--- src/rtl/rock_sequencer.sv ---
// Closed-loop rocking sequencer: turns heart-rate samples into 4-bit freq/amp commands.
// Optional watchdog on missing heart-rate samples in TRACK is enabled by defining WATCHDOG_EN.
module rock_sequencer #(
  parameter int F_START   = 8,
  parameter int A_START   = 6,
  parameter int F_MIN     = 2,
  parameter int A_MIN     = 2,
  parameter int STRESS_TH = 8,
  parameter int CALM_LVL  = 60,
  parameter int CALM_N    = 4
`ifdef WATCHDOG_EN
  ,
  parameter int WD_TICKS  = 32
`endif
) (
  input  logic       clk,
  input  logic       reset,
  input  logic       enable,
  input  logic       tick,
  input  logic       hartvld,
  input  logic [7:0] hartvol,
  output logic [3:0] freq,
  output logic [3:0] amp,
  output logic       busy,
  output logic       calm,
  output logic       fault,
  output logic [1:0] state_dbg
);

  typedef enum logic [1:0] {
    IDLE  = 2'd0,
    START = 2'd1,
    TRACK = 2'd2,
    STOP  = 2'd3
  } state_t;

  localparam logic [3:0] FS = 4'(F_START);
  localparam logic [3:0] AS = 4'(A_START);
  localparam logic [3:0] FM = 4'(F_MIN);
  localparam logic [3:0] AM = 4'(A_MIN);
  localparam logic [8:0] ST = 9'(STRESS_TH);
  localparam logic [7:0] CL = 8'(CALM_LVL);
  localparam logic [3:0] CN = 4'(CALM_N);

  state_t     state, state_n;
  logic [3:0] freq_n, amp_n, calmcnt, calmcnt_n;
  logic [7:0] prev, prev_n;
  logic       first, first_n;

`ifdef WATCHDOG_EN
  localparam int WdW = $clog2(WD_TICKS + 1);
  localparam logic [WdW-1:0] WdLast = WdW'(WD_TICKS - 1);
  logic [WdW-1:0] wdcnt, wdcnt_n;
  logic           fault_n;
`endif

  assign state_dbg = state;

  always_comb begin
    state_n   = state;
    freq_n    = freq;
    amp_n     = amp;
    calmcnt_n = calmcnt;
    prev_n    = prev;
    first_n   = first;
`ifdef WATCHDOG_EN
    wdcnt_n   = wdcnt;
    fault_n   = fault;
`endif
    case (state)
      IDLE: begin
        freq_n = 4'd0;
        amp_n  = 4'd0;
`ifdef WATCHDOG_EN
        // A latched fault holds the stage idle until enable is released.
        if (!enable)     fault_n = 1'b0;
        else if (!fault) state_n = START;
`else
        if (enable) state_n = START;
`endif
      end
      START: begin
        if (!enable) begin
          state_n = STOP;
        end else begin
          if (tick) begin
            if (freq < FS) freq_n = freq + 4'd1;
            if (amp < AS)  amp_n  = amp + 4'd1;
          end
          if (freq_n == FS && amp_n == AS) begin
            state_n   = TRACK;
            first_n   = 1'b1;
            calmcnt_n = 4'd0;
`ifdef WATCHDOG_EN
            wdcnt_n   = '0;
`endif
          end
        end
      end
      TRACK: begin
        if (!enable) begin
          state_n = STOP;
        end else if (hartvld) begin
`ifdef WATCHDOG_EN
          wdcnt_n = '0;
`endif
          prev_n = hartvol;
          if (first) begin
            first_n = 1'b0;
          end else if ({1'b0, hartvol} > ({1'b0, prev} + ST)) begin
            freq_n    = (freq == 4'd15) ? freq : freq + 4'd1;
            amp_n     = (amp == 4'd15) ? amp : amp + 4'd1;
            calmcnt_n = 4'd0;
          end else if (hartvol < CL) begin
            if (calmcnt + 4'd1 == CN) begin
              freq_n    = (freq > FM) ? freq - 4'd1 : freq;
              amp_n     = (amp > AM) ? amp - 4'd1 : amp;
              calmcnt_n = 4'd0;
            end else begin
              calmcnt_n = calmcnt + 4'd1;
            end
          end else begin
            calmcnt_n = 4'd0;
          end
`ifdef WATCHDOG_EN
        end else if (tick) begin
          if (wdcnt == WdLast) begin
            fault_n = 1'b1;
            state_n = STOP;
          end else begin
            wdcnt_n = wdcnt + 1'b1;
          end
`endif
        end
      end
      STOP: begin
        // Ramp always completes to IDLE; enable is only looked at again there.
        if (tick) begin
          if (freq != 4'd0) freq_n = freq - 4'd1;
          if (amp != 4'd0)  amp_n  = amp - 4'd1;
        end
        if (freq_n == 4'd0 && amp_n == 4'd0) state_n = IDLE;
      end
      default: state_n = IDLE;
    endcase
  end

  always_ff @(posedge clk or negedge reset) begin
    if (!reset) begin
      state   <= IDLE;
      freq    <= 4'd0;
      amp     <= 4'd0;
      calmcnt <= 4'd0;
      prev    <= 8'd0;
      first   <= 1'b1;
      busy    <= 1'b0;
      calm    <= 1'b0;
    end else begin
      state   <= state_n;
      freq    <= freq_n;
      amp     <= amp_n;
      calmcnt <= calmcnt_n;
      prev    <= prev_n;
      first   <= first_n;
      busy    <= (state_n != IDLE);
      calm    <= (state_n == TRACK) && (freq_n == FM) && (amp_n == AM);
    end
  end

`ifdef WATCHDOG_EN
  always_ff @(posedge clk or negedge reset) begin
    if (!reset) begin
      wdcnt <= '0;
      fault <= 1'b0;
    end else begin
      wdcnt <= wdcnt_n;
      fault <= fault_n;
    end
  end
`else
  assign fault = 1'b0;
`endif

endmodule
--- config.mk ---
export PLATFORM = sky130hd
export DESIGN_NAME = rock_sequencer
export DESIGN_NICKNAME = d
export VERILOG_FILES = /design/src/rtl/rock_sequencer.sv
export SDC_FILE = /design/constraint.sdc
export NUM_CORES = 1
export LEC_CHECK = 0
export BUFFER_PORTS_ARGS = -buffer_cell sky130_fd_sc_hd__buf_2
export CORE_MARGIN = 2
export CORE_UTILIZATION = 50
export DETAILED_ROUTE_END_ITERATION = 10
export HOLD_SLACK_MARGIN = 0.12
export MAX_ROUTING_LAYER = met4
export PLACE_DENSITY = 0.69
export RECOVER_POWER = 50
export SYNTH_ARGS = -nofsm -noshare
export SYNTH_HDL_FRONTEND = slang
export SYNTH_SLANG_ARGS = --single-unit
--- constraint.sdc ---
create_clock -name clk -period 2.9 [get_ports clk]
set_clock_uncertainty 0.15 [all_clocks]
set_input_delay 0.435 -clock clk [delete_from_list [all_inputs] [get_ports clk]]
set_output_delay 0.435 -clock clk [all_outputs]
set_load 0.02 [all_outputs]
Word-level counts from Yosys, hierarchy flattened
Cells that the tools add are included.
Word-level totals
  output and inout port bits: 13
  input port bits: 13
  bits in latches: 0
  bits in read-only memories: 0
  bits in registers: 25
  memories: 0
  RAM bits: 0
  word-level logic and storage cells: 104
Operators by class
  eq/ne operators: 16
  add/sub/neg operators: 6
  multiply operators: 0
  shift-type cells: 0
  reductions and logical operators: 14
  div/mod/pow operators: 0
  $lt $le $gt $ge: 6
  bitwise logic cells: 0
  multiplexer cells: 54
Operators by type and width (number)
  $mux 4: 40
  $pmux 4 s4: 2
  $add 4x1->4 const B: 3
  $eq 4x4->1 const B: 3
  $mux 2: 5
  $ne 2x2->1 const B: 5
  $add 8x4->9 const B: 1
  $gt 8x9->1: 1
  $eq 4x2->1 const B: 2
  $eq 4x3->1 const B: 2
  $gt 4x2->1 const B: 2
  $logic_not 4->1: 2
  $lt 8x6->1 const B: 1
  $pmux 2 s4: 1
  $pmux 4 s2: 1
  $reduce_bool 4->1: 2
  $sub 4x1->4 const B: 2
  $eq 2x2->1 const B: 3
  $reduce_and 6->1: 1
  $reduce_and 5->1: 1
  $logic_and 1x1->1: 4
  $lt 4x3->1 const B: 1
  $lt 4x4->1 const B: 1
  $mux 1: 4
  5 further kinds: 6

Longest topological paths before layout
  depth in word-level cells: 13
  depth in mapped cells: 13
  gate-level depth less buffers: 12

Least setup slack after synthesis
Ideal clock, no wire load.
  path kind: reg2reg
  start point: register prev[3]
  end point: register calm
  period minus slack after synthesis: 2.965 ns
  slack: -0.065 ns
  arrival time: 2.719 ns
  path buffers: 1
  setup time: 0.096 ns
  cell stages (with the launch flop): 13
  required time: 2.654 ns
  cell sequence: dfrtp_1 -> ha_1 -> inv_1 -> ha_1 -> a22oi_1 -> o211ai_1 -> o211ai_2 -> buf_2 -> o22ai_1 -> o31ai_2 -> o211ai_1 -> or4_1 -> nor4_2
On the way
  cells in the longest elaborated chain, start to end: 10
  elaborated cells between the ends (all ways): 16
  those cells by class: add/sub (1); order compare (1); eq/ne (2); mux (10); reduce/logical (2)
RTL lines
  start: declaration: line 47  | logic [7:0] prev, prev_n;
  start signal: assignment: line 163  | prev <= prev_n;
  $add 8x4->9 (*): line 110  | end else if ({1'b0, hartvol} > ({1'b0, prev} + ST)) begin
  $gt 8x9->1 (*): line 110
  $mux 4: line 110
  $mux 4: line 108  | if (first) begin
  $mux 4: line 103  | end else if (hartvld) begin
  $mux 4: line 101  | if (!enable) begin
  $pmux 4 s4: line 70  | case (state)
  $eq 4x2->1: line 166  | calm <= (state_n == TRACK) && (freq_n == FM) && (amp_n == AM);
  $logic_and 1x1->1: line 166
  $logic_and 1x1->1 (*): line 166
  end signal: assignment: line 166
  end: declaration: line 25  | output logic calm,
Mark *: on every way between the ends. The rest lies on a longest branch, timed or not.
A chain may end at the register's enable or synchronous reset.

Final worst setup path
Same ends and word-level chain as after synthesis.

==> metrics <==
Post-synth EDFFs 0; CTS clk-pin slew, worst paths 0.10 ns; worst hold path depth 2; HP Class primary input to flip-flop; cell area after synthesis 2420 µm²; layout cells sized above 1 24.2%; PortBufs 24; crit path max fanout 6; WP data required 2.95 ns; setup violators final 1; gr usage total 26.1%; f_max 0.326 GHz; initial antenna violation count 0; register area share after synthesis 25.9%; Netlist cell types 65; wire per inst 15.7 µm; vias about 2500; number of DRC markers in iteration 0 146; run status finished, violations left; cts bufs inserted 3; WS Path Type flip-flop to flip-flop; Reg2Reg Depth 12; Post-DRT Antenna Nets 0; Nets 387; Net Count, Synth 337; DP HPWL 4930 µm; WP data arrival 3.12 ns; core region area roughly 4700 µm²; final critical-path share of the clock period 106%; Initial Utilization 51.6%; crit path from prev[3]; CP endpoint kind flip-flop; Reg-to-Reg Start prev[3]; antenna cell count 0; CTS Buffer Depth 2; clk sinks 25; Slew @ Worst Pin 1.39 ns; Setup TNS -0.170 ns; drt total wl 6420 µm; Clock Latency Late Sink 0.28 ns; Max H-tree Level 1; Chip Width around 74 µm; Yosys top cell area share 24.8%; FILL cells roughly 430; Remaining DRCs 0; startpoint types flip-flop; gp weighted congestion 0.964; fin worst setup slack -0.170 ns; die span in y 73.6 µm; P per Cell Area approximately 1100 nW/µm²; RSZ-0062 raised after global routing true; failing checks setup timing; pin count of the biggest net entering global routing 26; cell taking the most area after synthesis dfrtp_1; Pwr Total 3.12 mW; num rows 25; Multi-input gate area approximately 1700 µm²; Hold WS 0.261 ns; min cycle time layout between 3 and 4 ns; io pins 26; first-pass GRT wire length 10800 µm; Final Core Density 62.0%; Synth Instances 307; synth-to-layout area growth 20.1%; die area ~5400 µm²; CTS Root Cell clkbuf_8; leakage power 1.29 nW; Final Hold Fails 0; synth warn 0; ranking of synthesized cells by area dfrtp_1 (25%), ha_1 (8.8%), nand2_1 (5.0%); synthesized area per cell 7.89 µm²; Final Max Tran Viols 0; MaxCap Viol Count 0; peak supply drop between 500 and 600 µV; asr flop ratio synth between 90% and 100%; Rel. slew slack around 7%; vias in the first global route about 2300; drt first pass iters 4; pre-CTS WS -0.180 ns; total area of sequential cells 627 µm²; Top FF cell, synth dfrtp_1; CTS tree built; Worst Min Path Start hartvol[1]; vias per cell 5.99; synthesis-stage register bit count 25; GRT overflow 0
==> final timing paths <==
kind / end / slack [ns]
worst max-delay path: calm / -0.17
max in group asynchronous: amp[0] / 0.93
worst min-delay path: prev[1] / 0.26
worst max register to register: calm / -0.17
min in group asynchronous: calmcnt[2] / 0.84
worst min register to register: prev[0] / 0.36
==> report_power, final <==
part	switching (mW)	internal, mW	total, mW
Sequential	0.182	0.487	0.670
Clock	0.125	0.0978	0.223
Combinational	1.20	1.02	2.22
Total	1.51	1.61	3.12
==> layout make-up <==
type | instances | share of cell area (%)
clock buffer | 3 | 1.42
multi-input combinational | 248 | 58.2
inverter | 15 | 1.93
tap | 54 | 2.32
sequential | 25 | 21.5
timing repair buffer | 64 | 14.4
clock inverter | 1 | 0.258
==> cell families after synthesis <==
logic type	share of synthesized area (%)
and+or+nand+nor	24.8
AOI/OAI and AO/OA	23.2
buffers and inverters	5.84
DFF	25.9
muxes	8.37
adders and majority gates	8.78
xor gates and xnor gates	2.89
other	0.155
==> flip-flops by register name, summed over array words and instances (netlist names) <==
signal,cells
busy,1
freq,4
calmcnt,4
calm,1
prev,8
amp,4
state_dbg,2
first,1
==> what timing repair did <==
| item | CTS | global route |
|---|---|---|
| gates resized for setup | 0 | 6 |
| hold buffers | 1 | 0 |
| pin swaps | 0 | 2 |
| setup buffers | 0 | 2 |
| hold endpoints to repair | 24 | 0 |
| endpoints found under the setup margin | 1 | 10 |
==> routing by layer <==
metal | global-route usage (%) | vias up | wire length (µm)
met2 | 41.5 | 72 | 3020
met4 | 5.45 | 0 | 88
met5 | - | - | 0
met3 | 3.84 | 9 | 240
li1 | - | 1222 | -
met1 | 35.3 | 1153 | 3080
==> worst max-delay path: stages, from the launching register on <==
cell	delay, ns
dfrtp_1	0.42
ha_1	0.29
inv_1	0.06
ha_4	0.27
nand4_1	0.11
o211ai_1	0.28
o211ai_4	0.14
buf_4	0.17
o221ai_1	0.15
nand4_1	0.13
a2bb2oi_2	0.17
or4_1	0.53
nor4_2	0.13
==> synth_stat cells (6+ instances only) <==
cell / n
a21oi_1: 20
buf_2: 8
clkbuf_1: 10
dfrtp_1: 24
ha_1: 17
inv_1: 14
mux2_2: 10
mux2i_1: 9
nand2_1: 32
nand3_1: 19
nand4_1: 6
nor2_1: 26
nor2b_1: 7
nor3_1: 7
o21ai_0: 14
xnor2_1: 6
==> metrics by stage <==
| stage | instances | area (µm²) |
|---|---|---|
| floorplan | 307 | 2430 |
| global placement | 403 | 2800 |
| detailed placement | 403 | 2800 |
| CTS | 408 | 2860 |
| global route | 410 | 2910 |
| finish | 410 | 2910 |
==> cell usage in the layout (no fill, tap or decap), drive strengths merged, types with 3 or more instances in the layout <==
cell     n
a211oi   3
a21oi   20
buf     59
clkbuf   7
dfrtp   24
ha      17
inv     15
mux2    10
mux2i    9
nand2   32
nand2b   4
nand3   19
nand4    6
nor2    27
nor2b    7
nor3     7
o211ai   6
o21ai   19
o22ai    3
o31ai    3
or2      4
xnor2    6
Note: power is estimated with default switching activity, not from simulation.
